[config.mk]
export PLATFORM = sky130hd
export DESIGN_NAME = seg7_scan_driver_flat
export DESIGN_NICKNAME = d
export VERILOG_FILES = /design/src/rtl/seg7_pkg.sv /design/src/rtl/seg7_scan_driver_if.sv /design/src/rtl/seg7_decode.sv /design/src/rtl/seg7_scan_driver.sv /design/src/flat_wrapper.sv
export SDC_FILE = /design/constraint.sdc
export NUM_CORES = 1
export LEC_CHECK = 0
export ABC_AREA = 1
export ABC_CLOCK_PERIOD_IN_PS = 2600
export CAP_MARGIN = 20
export CORE_MARGIN = 2
export CORE_UTILIZATION = 55
export CTS_CLUSTER_SIZE = 12
export DETAILED_ROUTE_END_ITERATION = 12
export PLACE_DENSITY = 0.87
export SLEW_MARGIN = 15
export SYNTH_ARGS = -nofsm -noshare
export SYNTH_HDL_FRONTEND = slang
export SYNTH_SLANG_ARGS = --single-unit
[constraint.sdc]
create_clock -name clk -period 2.6 [get_ports clk]
set_input_delay 0.39 -clock clk [delete_from_list [all_inputs] [get_ports clk]]
set_output_delay 0.39 -clock clk [all_outputs]
set_load 0.05 [all_outputs]
[src/rtl/seg7_pkg.sv]
// Shared types and constants for the seven-segment scan driver.
// Segment patterns are active-high, bit 0 = segment a.
package seg7_pkg;

    typedef enum logic {
        BLANK,
        DRIVE
    } phase_e;

    localparam logic [6:0] SEG_OFF = 7'h00;

    // Entry n is the pattern for hex digit n (index 15 first).
    localparam logic [15:0][6:0] SEG_LUT = {
        7'h71, 7'h79, 7'h5e, 7'h39,
        7'h7c, 7'h77, 7'h67, 7'h7f,
        7'h07, 7'h7d, 7'h6d, 7'h66,
        7'h4f, 7'h5b, 7'h06, 7'h3f
    };

endpackage

[src/rtl/seg7_scan_driver_if.sv]
// Display bus: value/strobe from the producer, pin-level outputs back.
// The producer side is the master; the scan driver is the slave.
interface seg7_scan_driver_if #(
    parameter int NUM_DIGITS = 4
);
    logic [4*NUM_DIGITS-1:0] hex_in;
    logic [NUM_DIGITS-1:0]   dp_in;
    logic [NUM_DIGITS-1:0]   en_in;
    logic                    load;
    logic [6:0]              seg;
    logic                    dp;
    logic [NUM_DIGITS-1:0]   an;
    logic                    frame_start;

    modport master (
        output hex_in, dp_in, en_in, load,
        input  seg, dp, an, frame_start
    );

    modport slave (
        input  hex_in, dp_in, en_in, load,
        output seg, dp, an, frame_start
    );
endinterface

[src/rtl/seg7_decode.sv]
// Combinational hex-nibble to seven-segment lookup (active-high).
module seg7_decode
    import seg7_pkg::*;
(
    input  logic [3:0] hex,
    output logic [6:0] seg
);

    assign seg = SEG_LUT[hex];

endmodule

[src/rtl/seg7_scan_driver.sv]
// Time-multiplexed N-digit seven-segment scanner with frame-coherent updates.
// Optional macro LEADING_ZERO_BLANK_EN suppresses leading zero digits.
module seg7_scan_driver
    import seg7_pkg::*;
#(
    parameter int NUM_DIGITS     = 4,
    parameter int SCAN_DIV       = 100000,
    parameter int BLANK_CYC      = 1000,
    parameter int SEG_ACTIVE_LOW = 0,
    parameter int AN_ACTIVE_LOW  = 1
) (
    input  logic              clk,
    input  logic              rst,
    seg7_scan_driver_if.slave bus
);

    localparam int CNT_W = $clog2(SCAN_DIV);
    localparam int IDX_W = (NUM_DIGITS > 1) ? $clog2(NUM_DIGITS) : 1;
    localparam int HEX_W = 4 * NUM_DIGITS;

    localparam logic [CNT_W-1:0] CNT_LAST   = CNT_W'(SCAN_DIV - 1);
    localparam logic [CNT_W-1:0] BLANK_LAST = CNT_W'(BLANK_CYC - 1);
    localparam logic [IDX_W-1:0] IDX_LAST   = IDX_W'(NUM_DIGITS - 1);

    localparam logic SEG_INV = (SEG_ACTIVE_LOW != 0);
    localparam logic AN_INV  = (AN_ACTIVE_LOW != 0);

    logic [CNT_W-1:0]      cnt_q, cnt_d;
    logic [IDX_W-1:0]      idx_q, idx_d;
    phase_e                phase_q, phase_d;

    logic [HEX_W-1:0]      hex_pend_q, hex_pend_d;
    logic [NUM_DIGITS-1:0] dp_pend_q, dp_pend_d;
    logic [NUM_DIGITS-1:0] en_pend_q, en_pend_d;
    logic [HEX_W-1:0]      hex_act_q, hex_act_d;
    logic [NUM_DIGITS-1:0] dp_act_q, dp_act_d;
    logic [NUM_DIGITS-1:0] en_act_q, en_act_d;

    logic [6:0]            seg_q, seg_d;
    logic                  dp_q, dp_d;
    logic [NUM_DIGITS-1:0] an_q, an_d;
    logic                  fs_q, fs_d;

    logic                  frame_go;
    logic [3:0]            nib;
    logic [6:0]            dec_seg;
    logic                  dp_sel;
    logic                  en_sel;
    logic                  sup_sel;
    logic                  show;
    logic [NUM_DIGITS-1:0] an_sel;
    logic [NUM_DIGITS-1:0] supp;

    always_comb begin
        cnt_d   = cnt_q + 1'b1;
        idx_d   = idx_q;
        phase_d = phase_q;
        if (cnt_q == CNT_LAST) begin
            cnt_d   = '0;
            idx_d   = (idx_q == IDX_LAST) ? '0 : idx_q + 1'b1;
            phase_d = BLANK;
        end else if (cnt_q == BLANK_LAST) begin
            phase_d = DRIVE;
        end
    end

    // Active bank only changes at the top of digit 0's slot.
    assign frame_go = (cnt_q == '0) && (idx_q == '0);

    always_comb begin
        hex_pend_d = bus.load ? bus.hex_in : hex_pend_q;
        dp_pend_d  = bus.load ? bus.dp_in  : dp_pend_q;
        en_pend_d  = bus.load ? bus.en_in  : en_pend_q;
        hex_act_d  = frame_go ? hex_pend_q : hex_act_q;
        dp_act_d   = frame_go ? dp_pend_q  : dp_act_q;
        en_act_d   = frame_go ? en_pend_q  : en_act_q;
    end

`ifdef LEADING_ZERO_BLANK_EN
    // Walk from the MSB; the chain breaks at the first shown enabled digit.
    always_comb begin
        logic chain;
        supp  = '0;
        chain = 1'b1;
        for (int k = NUM_DIGITS - 1; k >= 0; k--) begin
            supp[k] = chain && (k != 0) && !dp_act_q[k]
                      && (hex_act_q[4*k +: 4] == 4'h0);
            if (en_act_q[k] && !supp[k]) begin
                chain = 1'b0;
            end
        end
    end
`else
    assign supp = '0;
`endif

    always_comb begin
        nib     = 4'h0;
        dp_sel  = 1'b0;
        en_sel  = 1'b0;
        sup_sel = 1'b0;
        an_sel  = '0;
        for (int k = 0; k < NUM_DIGITS; k++) begin
            if (idx_q == IDX_W'(k)) begin
                nib       = hex_act_q[4*k +: 4];
                dp_sel    = dp_act_q[k];
                en_sel    = en_act_q[k];
                sup_sel   = supp[k];
                an_sel[k] = 1'b1;
            end
        end
    end

    seg7_decode u_decode (
        .hex (nib),
        .seg (dec_seg)
    );

    always_comb begin
        show  = (phase_q == DRIVE) && en_sel && !sup_sel;
        seg_d = (show ? dec_seg : SEG_OFF) ^ {7{SEG_INV}};
        dp_d  = (show && dp_sel) ^ SEG_INV;
        an_d  = (show ? an_sel : '0) ^ {NUM_DIGITS{AN_INV}};
        fs_d  = frame_go;
    end

    always_ff @(posedge clk) begin
        if (rst) begin
            cnt_q      <= '0;
            idx_q      <= '0;
            phase_q    <= BLANK;
            hex_pend_q <= '0;
            dp_pend_q  <= '0;
            en_pend_q  <= '0;
            hex_act_q  <= '0;
            dp_act_q   <= '0;
            en_act_q   <= '0;
            seg_q      <= SEG_OFF ^ {7{SEG_INV}};
            dp_q       <= SEG_INV;
            an_q       <= {NUM_DIGITS{AN_INV}};
            fs_q       <= 1'b0;
        end else begin
            cnt_q      <= cnt_d;
            idx_q      <= idx_d;
            phase_q    <= phase_d;
            hex_pend_q <= hex_pend_d;
            dp_pend_q  <= dp_pend_d;
            en_pend_q  <= en_pend_d;
            hex_act_q  <= hex_act_d;
            dp_act_q   <= dp_act_d;
            en_act_q   <= en_act_d;
            seg_q      <= seg_d;
            dp_q       <= dp_d;
            an_q       <= an_d;
            fs_q       <= fs_d;
        end
    end

    assign bus.seg         = seg_q;
    assign bus.dp          = dp_q;
    assign bus.an          = an_q;
    assign bus.frame_start = fs_q;

endmodule

[src/flat_wrapper.sv]
// flat-port wrapper written by rule: the top's interface ports become plain ports
module seg7_scan_driver_flat import seg7_pkg::*;
#(
    parameter int NUM_DIGITS     = 4,
    parameter int SCAN_DIV       = 100000,
    parameter int BLANK_CYC      = 1000,
    parameter int SEG_ACTIVE_LOW = 0,
    parameter int AN_ACTIVE_LOW  = 1
)
  (clk, rst, bus_hex_in, bus_dp_in, bus_en_in, bus_load, bus_seg, bus_dp, bus_an, bus_frame_start);
  seg7_scan_driver_if #(.NUM_DIGITS(NUM_DIGITS)) bus_i ();
  input  logic clk;
  input  logic rst;
  input wire logic [$bits(bus_i.hex_in)-1:0] bus_hex_in;
  input wire logic [$bits(bus_i.dp_in)-1:0] bus_dp_in;
  input wire logic [$bits(bus_i.en_in)-1:0] bus_en_in;
  input wire logic [$bits(bus_i.load)-1:0] bus_load;
  output wire logic [$bits(bus_i.seg)-1:0] bus_seg;
  output wire logic [$bits(bus_i.dp)-1:0] bus_dp;
  output wire logic [$bits(bus_i.an)-1:0] bus_an;
  output wire logic [$bits(bus_i.frame_start)-1:0] bus_frame_start;
  assign bus_i.hex_in = bus_hex_in;
  assign bus_i.dp_in = bus_dp_in;
  assign bus_i.en_in = bus_en_in;
  assign bus_i.load = bus_load;
  assign bus_seg = bus_i.seg;
  assign bus_dp = bus_i.dp;
  assign bus_an = bus_i.an;
  assign bus_frame_start = bus_i.frame_start;
  seg7_scan_driver #(.NUM_DIGITS(NUM_DIGITS), .SCAN_DIV(SCAN_DIV), .BLANK_CYC(BLANK_CYC), .SEG_ACTIVE_LOW(SEG_ACTIVE_LOW), .AN_ACTIVE_LOW(AN_ACTIVE_LOW)) u_core (.clk(clk), .rst(rst), .bus(bus_i));
endmodule
==> summary.md, run 1 <==
| Metric | Value |
|---|---|
| Status | `complete, no violations` |
| Post-CTS Setup Bufs | `0` |
| Synth Register Bits | `81` |
| IO buf count | `39` |
| Power Total | `2.54 mW` |
| Via count | `3191` |
| CTS root buf | `clkbuf_8` |
| Antenna violations before repair | `0` |
| Cell taking the most area after synthesis | `dfxtp_1` |
| Mux share of post-synthesis cell area | `0%` |
| Hold wc startpoint | `u_core.hex_act_q[14]$_SDFFE_PP0P_` |
| Worst path slowest cell | `dfxtp_1` |
| Final setup violation count | `0` |
| Largest net degree at the start of global routing | `51` |
| Fraction of layout cells with a size suffix above 1 | `5.98%` |
| Seq/Total Area, Yosys | `45.7%` |
| Post-DP HPWL | `5.36 mm` |
| Predominant post-synthesis flop cell | `dfxtp_1` |
| Final Hold Fails | `0` |
| Final GP Congestion | `0.937` |
| Worst setup path startpoint | `u_core.idx_q[1]$_SDFFE_PP0N_` |
| Synth Area in XOR/XNOR | `0.740%` |
| CTS H-tree lvls | `3` |
| DRC viols | `0` |
| Post-Route WL | `7.34 mm` |
| Largest family of logic cells by synthesized area | `simple AND/OR/NAND/NOR gates` |
| Worst Setup Path Type | `flip-flop to flip-flop` |
| Crit path max fanout | `8` |
| Count of cell types in the netlist | `30` |
| Drt first pass iters | `5` |
| CP Data Arrival Time | `2.39 ns` |
| All-Layer GR Usage | `21.6%` |
| Clock tree sinks | `81` |
| CTS Buf Count | `9` |
| Async set or reset register ratio after synthesis | `0%` |
| Startpoint types | `flip-flop` |
| WL/cell | `12.3 um` |
| CP most frequent cell | `nand3_1` |
| Slew Limit Fails | `0` |
| Die width | `84.3 um` |
| Net count after synthesis | `518` |
| Ranking of synthesized cells by area | `dfxtp_1 (46%), nor2_1 (9.9%), a21oi_1 (6.9%)` |
| Synth top area share | `45.7%` |
| Vias per inst | `5.36` |
| Total grt overflow | `0` |
| Hold_buf cts | `0` |
| Nets | `553` |
| Clock buffer depth | `2` |
| Register clock-pin slew on the reported worst setup and hold paths | `0.08 ns` |
| Maxcap violations | `0` |
| CP max stage delay | `0.37 ns` |
| WP buf/inv | `3` |
| Num rows | `29` |
| N_diodes | `0` |
| Initial Util | `56.5%` |
| Ports | `40` |
| TritonCTS clock tree | `built` |
| Fmax | `475 MHz` |
| Die ar. | `0.00711 mm2` |
| Cell Chain, Critical Path | `inv_1, ha_1, inv_1, nand3_1, nand3_1, nand2_1, nand2_1, inv_1, ha_1, nand3_1, nand3_1, a21oi_1` |
| Antenna viol nets, final | `0` |
| Critical path's top delay family | `simple AND/OR/NAND/NOR gates` |
| Layout area overhead | `16.7%` |
| Hold Crit Class | `flip-flop to flip-flop` |
| CP required | `2.88 ns` |
| Synth top cells by count | `nor2_1 (94), dfxtp_1 (81), nand2_1 (65)` |
| Post-Synth Simple-Gate Area | `26.5%` |
| Post-cts gate resize count | `0` |
| Multi-input logic area | `0.00168 mm2` |
| Post-synth EDFFs | `0` |
| Clock Skew | `0.00598 ns` |
| First-pass GRT wire length | `12.8 mm` |
| Most common cell in the netlist | `nor2_1` |
| Reg2reg start | `u_core.idx_q[1]$_SDFFE_PP0N_` |
| DR iter-0 viols | `160` |
| Post-synthesis compound-gate area fraction | `15.7%` |
| Worst-Margin Slew | `0.661 ns` |
| Yosys Warn Count | `0` |
| Max_slew headroom | `55.9%` |
| CP Capture Type | `flip-flop` |
| Worst-skew pair later-pin latency | `0.34 ns` |
| Synth Instances | `478` |
| Minimum clock period | `2.11 ns` |
| Sequential Area | `0.00162 mm2` |
| Synthesized cell area | `0.00355 mm2` |
| Power density over the cells | `613 mW/mm2` |
| Share of synthesized cell area in full adder, half adder and majority cells | `4.58%` |
| Period utilization | `81.0%` |
| RSZ-0062 raised after global routing | `no` |
| Die Y | `84.3 um` |
| R2r setup slk | `0.49 ns` |
| Fillers | `526` |
| Syn_area_per_cell | `7.43 um2` |
| TNS Setup | `0 ns` |
| Core area | `0.00628 mm2` |
| Number of global-route vias before repair | `2957` |
| P_leak | `1.66 nW` |
| Worst vdd ir | `0.493 mV` |
## metal layers
metal	part of all wire (%)	global-route usage, %	routed length [um]
met1	46	27.6	3390
met4	1.9	7.79	138
met3	5.5	4.82	405
met5	0	0	0
met2	46	36.1	3410
## through the flow
stage / setup WS [ns] / util [%] / hold WS [ns] / std cells / area, um2
final: 0.493 / 66.0 / 0.473 / 595 / 4140
after global routing: 0.304 / 66.0 / 0.503 / 595 / 4140
after CTS: 0.571 / 66.0 / 0.476 / 595 / 4140
after global placement: 0.707 / 63.1 / 0.445 / 579 / 3960
after detailed placement: 0.583 / 63.1 / 0.463 / 579 / 3960
after floorplan: 0.802 / - / 0.429 / 478 / 3550
## sequential cells by signal (all words and copies together), names as in the netlist, 7 cells and up
register           count
u_core.hex_act_q      16
u_core.bus.seg         7
u_core.hex_pend_q     16
u_core.cnt_q          17
## where the power goes
part	leakage [nW]	total (mW)	switching [mW]	internal, mW
combinational	0.909	0.348	0.208	0.140
sequential	0.665	1.36	0.0412	1.32
clock	0.0887	0.832	0.458	0.374
total	1.66	2.54	0.707	1.83
## area by class of cell
cell class / count / share of cell area, %
multi-input combinational: 341 / 40.7
tap: 77 / 2.33
inverter: 37 / 3.35
timing repair buffer: 43 / 10.2
clock buffer: 10 / 3.32
clock inverter: 6 / 1.03
sequential: 81 / 39.2
## worst register-to-register path, delay by kind of cell, from the launching register on
kind | cells | cell delay (ns)
flops | 1 | 0.37
buf+inv | 3 | 0.42
simple gates | 6 | 0.59
fa+ha+maj | 2 | 0.52
compound gates | 1 | 0.16
## cells in the final DEF (no fill, tap or decap), types with 2 or more instances in the layout
cell type and count:
nand4_1 6, ha_1 13, clkdlybuf4s50_1 39, o21ai_1 23
clkinvlp_4 2, nand2_1 65, inv_1 35, buf_4 4
nor3_4 2, o21ai_0 33, nor2_1 94, xor2_1 3
nor3b_1 2, dfxtp_1 81, nand3_1 30, or2_2 2
a21oi_1 49, inv_2 2, clkbuf_8 10, clkinv_2 2
nor3_1 9, nand2_2 2
## cells by family (layout without fill, tap and decap cells)
family | Yosys count | count (layout)
AO/OA/AOI/OAI | 109 | 109
XOR/XNOR | 3 | 3
adder cells (fa/ha/maj) | 13 | 13
buffers and inverters | 56 | 96
flip-flops | 81 | 81
AND/OR/NAND/NOR | 216 | 216
## worst paths after layout
kind | to | cells after the start
worst max-delay path | u_core.bus.seg[0]$_SDFF_PP0_ | 12
worst min-delay path | u_core.hex_act_q[14]$_SDFFE_PP0P_ | 2
worst max register to register | u_core.bus.seg[0]$_SDFF_PP0_ | 12
worst min register to register | u_core.hex_act_q[14]$_SDFFE_PP0P_ | 2
Power figures use the tool's default switching activity.
==> run 2, diff against run 1 <==
--- a/config.mk
+++ b/config.mk
@@ -6,7 +6,7 @@
 export NUM_CORES = 1
 export LEC_CHECK = 0
 export ABC_AREA = 1
-export ABC_CLOCK_PERIOD_IN_PS = 2600
+export ABC_CLOCK_PERIOD_IN_PS = 2100
 export CAP_MARGIN = 20
 export CORE_MARGIN = 2
 export CORE_UTILIZATION = 55
==> constraint.sdc (replaced) <==
create_clock -name clk -period 2.1 [get_ports clk]
set_input_delay 0.315 -clock clk [delete_from_list [all_inputs] [get_ports clk]]
set_output_delay 0.315 -clock clk [all_outputs]
set_load 0.05 [all_outputs]
==> summary.md, run 2 (synthesis results as in run 1) <==
| Metric | Value |
|---|---|
| Drt first pass iters | `5 (unchanged)` |
| Max reg flops | `17 (unchanged)` |
| Hold_buf cts | `0 (unchanged)` |
| Die ar. | `0.00711 mm2 (unchanged)` |
| CTS root buf | `clkbuf_8` |
| DRC viols | `0 (unchanged)` |
| Clock tree sinks | `81 (unchanged)` |
| Number of global-route vias before repair | `2947 (-0.34%)` |
| P_int | `2.24 mW (+22%)` |
| Startpoint types | `flip-flop` |
| Clock buffer depth | `2 (unchanged)` |
| Hold Slack | `0.471 ns (-0.00156 ns)` |
| Cell Chain, Critical Path | `inv_1, ha_4, inv_1, nand3_1, nand3_1, nand2_1, nand2_2, ha_1, inv_1, nand3_1, nand2_1, a21oi_1, nor2_1` |
| Clock power share | `32.1% (-0.7 points)` |
| Die width | `84.3 um (unchanged)` |
| Slew Limit Fails | `0 (unchanged)` |
| Total grt overflow | `0 (unchanged)` |
| DR iter-0 viols | `195 (+22%)` |
| Area after DPL | `0.00397 mm2 (+0.32%)` |
| Design area | `0.00417 mm2 (+0.66%)` |
| Fmax | `521 MHz (+9.7%)` |
| Minimum clock period | `1.92 ns (-0.187 ns)` |
| Post-Route WL | `7.68 mm (+4.6%)` |
| CP max stage delay | `0.37 ns (about the same)` |
| First-pass GRT wire length | `13.1 mm (+2.3%)` |
| Max_slew headroom | `56.4% (+0.50 points)` |
| TNS Setup | `0 ns (unchanged)` |
| Nets | `553 (unchanged)` |
| Comb pwr share | `14.0% (+0.3 points)` |
| Die Y | `84.3 um (unchanged)` |
| Reg with most FFs | `u_core.cnt_q` |
| Status | `complete, no violations` |
| Clock Skew | `0.0134 ns (+0.00742 ns)` |
| Final setup violation count | `0 (unchanged)` |
| Worst vdd ir | `0.417 mV (-15%)` |
| Worst-skew pair later-pin latency | `0.35 ns (about the same)` |
| P_leak | `1.66 nW (about the same)` |
| Worst path slowest cell | `dfxtp_1` |
| Antenna violations before repair | `0 (unchanged)` |
| Seq pwr share | `54.0% (+0.5 points)` |
| Ports | `40 (unchanged)` |
| Maxcap violations | `0 (unchanged)` |
| CP required | `2.34 ns (-0.54 ns)` |
| TritonCTS clock tree | `built` |
| Register clock-pin slew on the reported worst setup and hold paths | `0.08 ns (about the same)` |
| Via count | `3182 (-0.28%)` |
| Layout area overhead | `17.4%` |
| Final GP Congestion | `0.925 (-1.2%)` |
| Final Hold Fails | `0 (unchanged)` |
| CTS H-tree lvls | `3 (unchanged)` |
| Worst Setup Path Type | `flip-flop to flip-flop` |
| N_diodes | `0 (unchanged)` |
| Num rows | `29 (unchanged)` |
| All-Layer GR Usage | `22.3% (+0.63 points)` |
| Net Sw Power | `880 uW (+24%)` |
| CP Capture Type | `flip-flop` |
| Worst-Margin Slew | `0.654 ns (-0.00746 ns)` |
| Hold Crit Class | `flip-flop to flip-flop` |
| Largest net degree at the start of global routing | `49 (-3.9%)` |
| Crit path max fanout | `8 (unchanged)` |
| Most common cell after layout, fill and taps aside | `nor2_1` |
| Initial Util | `56.5% (unchanged)` |
| Core area | `0.00628 mm2 (unchanged)` |
| WL/cell | `12.9 um (+4.6%)` |
| Antenna viol nets, final | `0 (unchanged)` |
| Post-DP HPWL | `5.46 mm (+1.9%)` |
| Fraction of layout cells with a size suffix above 1 | `6.95% (+0.97 points)` |
| Post-CTS Setup Bufs | `0 (unchanged)` |
| Period utilization | `91.4% (+10 points)` |
| CP Data Arrival Time | `2.16 ns (-0.23 ns)` |
| Sw frac | `28.2% (+0.34 points)` |
| Vias per inst | `5.35 (-0.28%)` |
| Commonest non-fill, non-tap cells in the layout | `nor2_1 (94), dfxtp_1 (80), nand2_1 (63)` |
| Biggest regs | `u_core.cnt_q: 17 flops, u_core.hex_act_q: 16 flops, u_core.hex_pend_q: 16 flops` |
| CTS Buf Count | `9 (unchanged)` |
| Layout Cells excl Fill | `595 (unchanged)` |
| Power density over the cells | `749 mW/mm2 (+22%)` |
| IO buf count | `39 (unchanged)` |
| RSZ-0062 raised after global routing | `no` |
| Placed Cells incl. Taps | `579 (unchanged)` |
run 2: cell types whose count changed in the layout (fill, tap and decap cells not counted), moves of 2 or more:
cell	previous run	this run
ha_1	13	10
ha_2	0	2
nand2_2	2	4
nand2_1	65	63
run 2: repair_timing:
item	in CTS	in global routing
resized for setup	0	7
endpoints found under the hold margin	0	0
endpoints found under the setup margin	0	7
run 2: metal layers:
metal  GRT usage (%)  part of all wire, %
met2            36.7                   48
met4            7.79                  1.6
met3            4.52                  4.1
met1            29.2                   46
met5               0                    0
run 2: worst max-delay path, delay by kind of cell, from the launching register on:
family / cells / cell delay [ns]
compound gates: 1 / 0.15
fa+ha+maj: 2 / 0.38
buf+inv: 3 / 0.30
flops: 1 / 0.37
simple gates: 7 / 0.62
run 2: cell type report:
class / count / area, um2
Fill cell: 540 / 2110
Multi-Input combinational cell: 341 / 1710
Sequential cell: 81 / 1620
Timing Repair Buffer: 43 / 433
Inverter: 37 / 139
Clock buffer: 10 / 128
Tap cell: 77 / 96.3
Clock inverter: 6 / 43.8
run 2: power groups by stage:
| stage | combinational, mW | sequential, mW | clock, mW |
|---|---|---|---|
| 2_1_floorplan | 0.314 | 1.70 | 0 |
| 3_3_place_gp | 0.415 | 1.71 | 0 |
| 3_5_place_dp | 0.430 | 1.72 | 0 |
| 4_1_cts | 0.435 | 1.68 | 1.02 |
| 5_1_grt | 0.499 | 1.69 | 1.09 |
| 6_report | 0.437 | 1.68 | 1.00 |
run 2: stage by stage:
step	setup WS [ns]	power [mW]	util [%]
floorplan	0.302	2.02	-
global placement	0.191	2.13	63.3
detailed placement	0.0599	2.15	63.3
CTS	0.0384	3.14	66.0
global route	0.0131	3.28	66.4
finish	0.180	3.12	66.4
run 2: path summary, 6_finish.rpt:
| kind | start | endpoint | slack, ns | cells after the start |
|---|---|---|---|---|
| setup reg to reg | u_core.idx_q[1]$_SDFFE_PP0N_ | u_core.bus.seg[6]$_SDFF_PP0_ | 0.18 | 13 |
| hold / removal | u_core.phase_q$_SDFFE_PP0N_ | u_core.phase_q$_SDFFE_PP0N_ | 0.47 | 2 |
| hold reg to reg | u_core.phase_q$_SDFFE_PP0N_ | u_core.phase_q$_SDFFE_PP0N_ | 0.47 | 2 |
| setup / recovery | u_core.idx_q[1]$_SDFFE_PP0N_ | u_core.bus.seg[6]$_SDFF_PP0_ | 0.18 | 13 |
==> run 3, diff against run 2 <==
--- a/config.mk
+++ b/config.mk
@@ -6,13 +6,13 @@
 export NUM_CORES = 1
 export LEC_CHECK = 0
 export ABC_AREA = 1
-export ABC_CLOCK_PERIOD_IN_PS = 2100
+export ABC_CLOCK_PERIOD_IN_PS = 1560
 export CAP_MARGIN = 20
 export CORE_MARGIN = 2
-export CORE_UTILIZATION = 55
+export CORE_UTILIZATION = 49
 export CTS_CLUSTER_SIZE = 12
 export DETAILED_ROUTE_END_ITERATION = 12
-export PLACE_DENSITY = 0.87
+export PLACE_DENSITY = 0.83
 export SLEW_MARGIN = 15
 export SYNTH_ARGS = -nofsm -noshare
 export SYNTH_HDL_FRONTEND = slang
==> constraint.sdc (replaced) <==
create_clock -name clk -period 1.56 [get_ports clk]
set_input_delay 0.234 -clock clk [delete_from_list [all_inputs] [get_ports clk]]
set_output_delay 0.234 -clock clk [all_outputs]
set_load 0.05 [all_outputs]
==> summary.md, run 3 (synthesis results as in run 1) <==
| Metric | Value |
|---|---|
| Initial Util | `49.7% (-6.8 points)` |
| Sw frac | `30.6% (+2.4 points)` |
| Register clock-pin slew on the reported worst setup and hold paths | `0.09 ns (about the same)` |
| Final setup violation count | `29 (+29)` |
| DR iter-0 viols | `246 (+26%)` |
| Minimum clock period | `1.72 ns (-0.196 ns)` |
| CTS root buf | `clkbuf_8` |
| N_diodes | `0 (unchanged)` |
| Vias per inst | `5.31 (-0.64%)` |
| Setup ws final | `-0.165 ns (-0.344 ns)` |
| IO buf count | `39 (unchanged)` |
| CP max stage delay | `0.42 ns (+0.05 ns)` |
| Area after DPL | `0.00426 mm2 (+7.1%)` |
| First-pass GRT wire length | `14.3 mm (+9.3%)` |
| TritonCTS clock tree | `built` |
| Period utilization | `111% (+19 points)` |
| RSZ-0062 raised after global routing | `yes` |
| Die ar. | `0.00794 mm2 (+12%)` |
| Startpoint types | `flip-flop` |
| Hold_buf cts | `0 (unchanged)` |
| Clock buffer depth | `2 (unchanged)` |
| Ports | `40 (unchanged)` |
| WL/cell | `14.1 um (+9.1%)` |
| All-Layer GR Usage | `23.0% (+0.75 points)` |
| Fillers | `570 (+5.6%)` |
| Clock tree sinks | `81 (unchanged)` |
| Number of global-route vias before repair | `3155 (+7.1%)` |
| Clock power share | `34.0% (+1.9 points)` |
| Num rows | `31 (+6.9%)` |
| Status | `finished, violations left` |
| CTS Buf Count | `9 (unchanged)` |
| Most common cell after layout, fill and taps aside | `nor2_1` |
| CP Data Arrival Time | `1.99 ns (-0.17 ns)` |
| Final GP Congestion | `0.880 (-4.9%)` |
| Maxcap violations | `0 (unchanged)` |
| P_int | `3.23 mW (+44%)` |
| DRC viols | `0 (unchanged)` |
| CP Capture Type | `flip-flop` |
| Final Hold Fails | `0 (unchanged)` |
| Failing checks | `negative setup slack` |
| Layout area overhead | `36.1%` |
| P_leak | `1.94 nW (+16%)` |
| Hold Slack | `0.438 ns (-0.0334 ns)` |
| Power density over the cells | `964 mW/mm2 (+29%)` |
| Comb pwr share | `17.1% (+3.1 points)` |
| Crit path max fanout | `7 (-1)` |
| Die width | `89.1 um (+5.7%)` |
| Antenna viol nets, final | `0 (unchanged)` |
| Largest net degree at the start of global routing | `51 (+4.1%)` |
| Worst-skew pair later-pin latency | `0.37 ns (+0.02 ns)` |
| Post-Route WL | `9.21 mm (+20%)` |
| Die Y | `89.1 um (+5.7%)` |
| Fraction of layout cells with a size suffix above 1 | `26.7% (+20 points)` |
| Fmax | `580 MHz (+11%)` |
| Worst path slowest cell | `dfxtp_4` |
| Design area | `0.00483 mm2 (+16%)` |
| Nets | `590 (+6.7%)` |
| Cell Chain, Critical Path | `inv_4, ha_4, a21oi_2, nand2_1, nand2_2, nand2_4, ha_4, inv_2, nand2_1, nand3_1, nand2_1, nor2_1` |
| Net Sw Power | `1.43 mW (+62%)` |
| Clock Skew | `0.0133 ns (-0.000126 ns)` |
| Worst Setup Path Type | `flip-flop to flip-flop` |
| Slew Limit Fails | `0 (unchanged)` |
| Antenna violations before repair | `0 (unchanged)` |
| Total grt overflow | `0 (unchanged)` |
| Max reg flops | `17 (unchanged)` |
| Post-DP HPWL | `5.66 mm (+3.7%)` |
| Critical path's top delay family | `simple AND/OR/NAND/NOR gates` |
| Biggest regs | `u_core.cnt_q: 17 flops, u_core.hex_act_q: 16 flops, u_core.hex_pend_q: 16 flops` |
| Via count | `3475 (+9.2%)` |
| TNS Setup | `-1.51 ns (-1.51 ns)` |
| CTS H-tree lvls | `3 (unchanged)` |
| Drt first pass iters | `5 (unchanged)` |
| Reg with most FFs | `u_core.cnt_q` |
| Seq pwr share | `48.9% (-5.1 points)` |
| Hold Crit Class | `input pin to flip-flop` |
| Core area | `0.00714 mm2 (+14%)` |
| CP required | `1.83 ns (-0.51 ns)` |
| WP buf/inv | `2 (-1)` |
| Commonest non-fill, non-tap cells in the layout | `nor2_1 (89), dfxtp_1 (78), nand2_1 (56)` |
| Max_slew headroom | `57.1% (+0.69 points)` |
| DP Worst Slack | `-0.107 ns (-0.167 ns)` |
| CP most frequent cell | `nand2_1` |
| Worst vdd ir | `0.790 mV (+90%)` |
| Worst-Margin Slew | `0.643 ns (-0.0103 ns)` |
[run 3: changes by cell type in the layout (fill, tap and decap cells not counted), moves of 5 or more]
cell and change:
o21ai_2 +23, nand3_1 -5, nand2_1 -7, inv_1 -8, nor2_1 -5, clkdlybuf4s50_1 -13
ha_4 +6, o21ai_1 -20, buf_4 +41, buf_6 +6, ha_1 -5
[run 3: repair_timing]
item,CTS,global route
endpoints found under the setup margin,32,55
pin swaps,15,14
setup buffers,6,1
cloned,2,1
resized for setup,31,41
[run 3: final timing paths]
| kind | start | endpoint | slack [ns] | cells after the start |
|---|---|---|---|---|
| setup reg to reg | u_core.idx_q[0]$_SDFFE_PP0N_ | u_core.bus.seg[3]$_SDFF_PP0_ | -0.16 | 12 |
| hold / removal | bus_hex_in[5] | u_core.hex_pend_q[5]$_SDFFE_PP0P_ | 0.44 | 3 |
| hold reg to reg | u_core.cnt_q[0]$_SDFF_PP0_ | u_core.cnt_q[0]$_SDFF_PP0_ | 0.46 | 1 |
| setup / recovery | u_core.idx_q[0]$_SDFFE_PP0N_ | u_core.bus.seg[3]$_SDFF_PP0_ | -0.16 | 12 |
[run 3: cell type report]
class / instances / area [um2] / area share (%)
Multi-Input combinational cell: 344 / 2050 / 42.4
Clock buffer: 10 / 149 / 3.08
Timing Repair Buffer: 77 / 678 / 14.0
Inverter: 37 / 149 / 3.08
Sequential cell: 81 / 1630 / 33.8
Tap cell: 99 / 124 / 2.56
Clock inverter: 6 / 53.8 / 1.11
[run 3: worst register-to-register path, stage by stage, from the launching register on]
cell     delay, ns
dfxtp_4       0.42
inv_4         0.06
ha_4          0.20
a21oi_2       0.12
nand2_1       0.09
nand2_2       0.10
nand2_4       0.08
ha_4          0.28
inv_2         0.04
nand2_1       0.07
nand3_1       0.07
nand2_1       0.08
nor2_1        0.03
[run 3: stage by stage]
stage | total power [mW] | std cells | utilization (%)
6_report | 4.66 | 654 | 67.7
5_1_grt | 4.82 | 654 | 67.7
4_1_cts | 4.56 | 652 | 65.2
3_5_place_dp | 2.92 | 628 | 59.7
3_3_place_gp | 2.89 | 628 | 59.7
2_1_floorplan | 2.73 | 478 | -
[run 3: metal layers]
| layer | global-route usage (%) | part of all wire (%) | vias to the layer above |
|---|---|---|---|
| met5 | 0 | 0 | - |
| met1 | 30.1 | 44 | 1614 |
| met2 | 37.2 | 49 | 119 |
| met4 | 10.2 | 2.2 | 0 |
| met3 | 4.16 | 4.7 | 21 |
| li1 | - | - | 1721 |
[run 3: power groups by stage]
stage	clock network [mW]	registers, mW	logic [mW]
after global placement	0	2.30	0.591
after global routing	1.67	2.29	0.873
after floorplan	0	2.29	0.437
final	1.59	2.28	0.796
after CTS	1.58	2.26	0.715
after detailed placement	0	2.31	0.618
==> edit: new RTL, settings of run 1 <==
Reset style: asynchronous (`rst`), changed in one clocked block.
--- a/src/rtl/seg7_scan_driver.sv
+++ b/src/rtl/seg7_scan_driver.sv
@@ -125,5 +125,5 @@
     end
 
-    always_ff @(posedge clk) begin
+    always_ff @(posedge clk or posedge rst) begin
         if (rst) begin
             cnt_q      <= '0;
Formal check against the unedited RTL: differs if rst is asserted again (counterexample within 4 cycles, from zero or initial values and one cycle with rst high); with rst held inactive, the same outputs for 10 cycles.
==> edit against run 1 <==
Worst setup slack worse by 0.16 ns. Critical path depth is the same. Routed wire length grew 5.4%. Global-route usage rose by 1.2 points. Sequential cell count is the same. First-iteration DRC count down 1.3%. Synthesized cell count is 5.9% lower. Design area is 8.7% higher. Via count shrank 3.9%. Clock power up 13%. Area after synthesis rose by 8.1%. Total power is 2.2% lower. Critical path type unchanged. Critical endpoint is now u_core.bus.seg[3]. Largest cell class is now registers.
==> edit: results <==
[status]
status = "finished, final reports clean"

[synthesis]
synthFlopType = "dfrtp_1"
yosys_warnings = 0
synth_area_leaders = "dfrtp_1 (50%), nand2_1 (9.5%), o21ai_0 (6.4%)"
syn_avg_cell_area_um2 = 8.53
ys_types = 32
async_flop_share_pct = 100
synthTopCellsByCount = "nand2_1 (97), dfrtp_1 (77), inv_1 (63)"
ys_seq_area_share_pct = 52.9
syn_nets = 489

[grt]
grt_first_pass_wirelength_mm = 13.5
grt_pass1_vias = 2958
grt_max_degree = 62
grt.total_usage_pct = 22.8

[placed_design]
placed_cell_area_um2 = 4290
dp_slack_ns = 0.230
dpl.hpwl_mm = 5.62
io_buffers = 39
gp_congestion = 0.974
dp.cells = 560

[power]
leakagePower_nw = 2.22
ir_drop_v = 0.000567

[timing]
fin_skew_ns = 0.00891
fin_crit_sh_pct = 87.3
worst_pin_slew_ns = 0.496
slew_viol_final = 0

[critical_path]
cp-startpoint = "u_core.idx_q[0]"
crit_end = "u_core.bus.seg[3]"
critPathMaxStageDelay_ns = 0.43
crit_arrival_ns = 2.52
slowest_stage = "dfrtp_1"
critical-path-top-delay-family = "adder cells"
cp_max_fo = 7
ff2ff_setup_slack_ns = 0.33

[finish]
final_layout_size_suffix_gt1_share_pct = 8.87
final.fill_count = 574
num-nets-final = 530

[drt]
vias_per_cell = 5.32
drt_iter0_drc = 158
num_vias = 3065
wire_per_inst_um = 13.4

[clock_tree]
ctsResizeCount = 0
cts_setup_buffers = 0

[min_path]
hp-class = "primary input to async pin"
==> edit: layer usage <==
layer	wire (um)	part of all wire (%)	vias to the layer above	track usage, %
met2	3750	48	115	37.4
met3	458	5.9	13	6.41
met4	141	1.8	0	7.13
met1	3390	44	1432	29.6
met5	0	0	-	0
li1	-	-	1505	-
==> edit: report_power, final <==
part	switching, W	leakage [nW]	internal (W)
Sequential	0.0000267	0.988	0.00132
Clock	0.000441	0.103	0.000496
Combinational	0.000117	1.13	0.0000837
Total	0.000585	2.22	0.00190
==> edit: cell families after synthesis <==
| kind of cell | after synthesis | share of synthesized area (%) |
|---|---|---|
| compound gates | 83 | 12.3 |
| xor+xnor | 7 | 1.60 |
| fa+ha+maj | 12 | 3.91 |
| buf+inv | 78 | 8.41 |
| flops | 81 | 52.9 |
| simple gates | 189 | 20.9 |
==> edit: layout make-up <==
cell class	instances	area [um2]	share of cell area (%)
inverters	65	244	5.42
clock buffers	12	155	3.45
well taps	80	100	2.22
repair buffers	43	433	9.61
clock inverters	4	51.3	1.14
multi-input cells	291	1490	33.0
flip-flops and latches	81	2030	45.1
==> edit: worst min-delay path by stage <==
stage / from / to / slack [ns] / cells after the start
5_1_grt: rst / u_core.dp_pend_q[3] / 0.39 / 2
3_5_place_dp: u_core.cnt_q[0] / u_core.cnt_q[0] / 0.47 / 1
2_1_floorplan: u_core.cnt_q[0] / u_core.cnt_q[0] / 0.45 / 1
4_1_cts: rst / u_core.hex_act_q[2] / 0.37 / 2
3_3_place_gp: u_core.cnt_q[0] / u_core.cnt_q[0] / 0.47 / 1
6_report: rst / u_core.dp_act_q[3] / 0.37 / 2
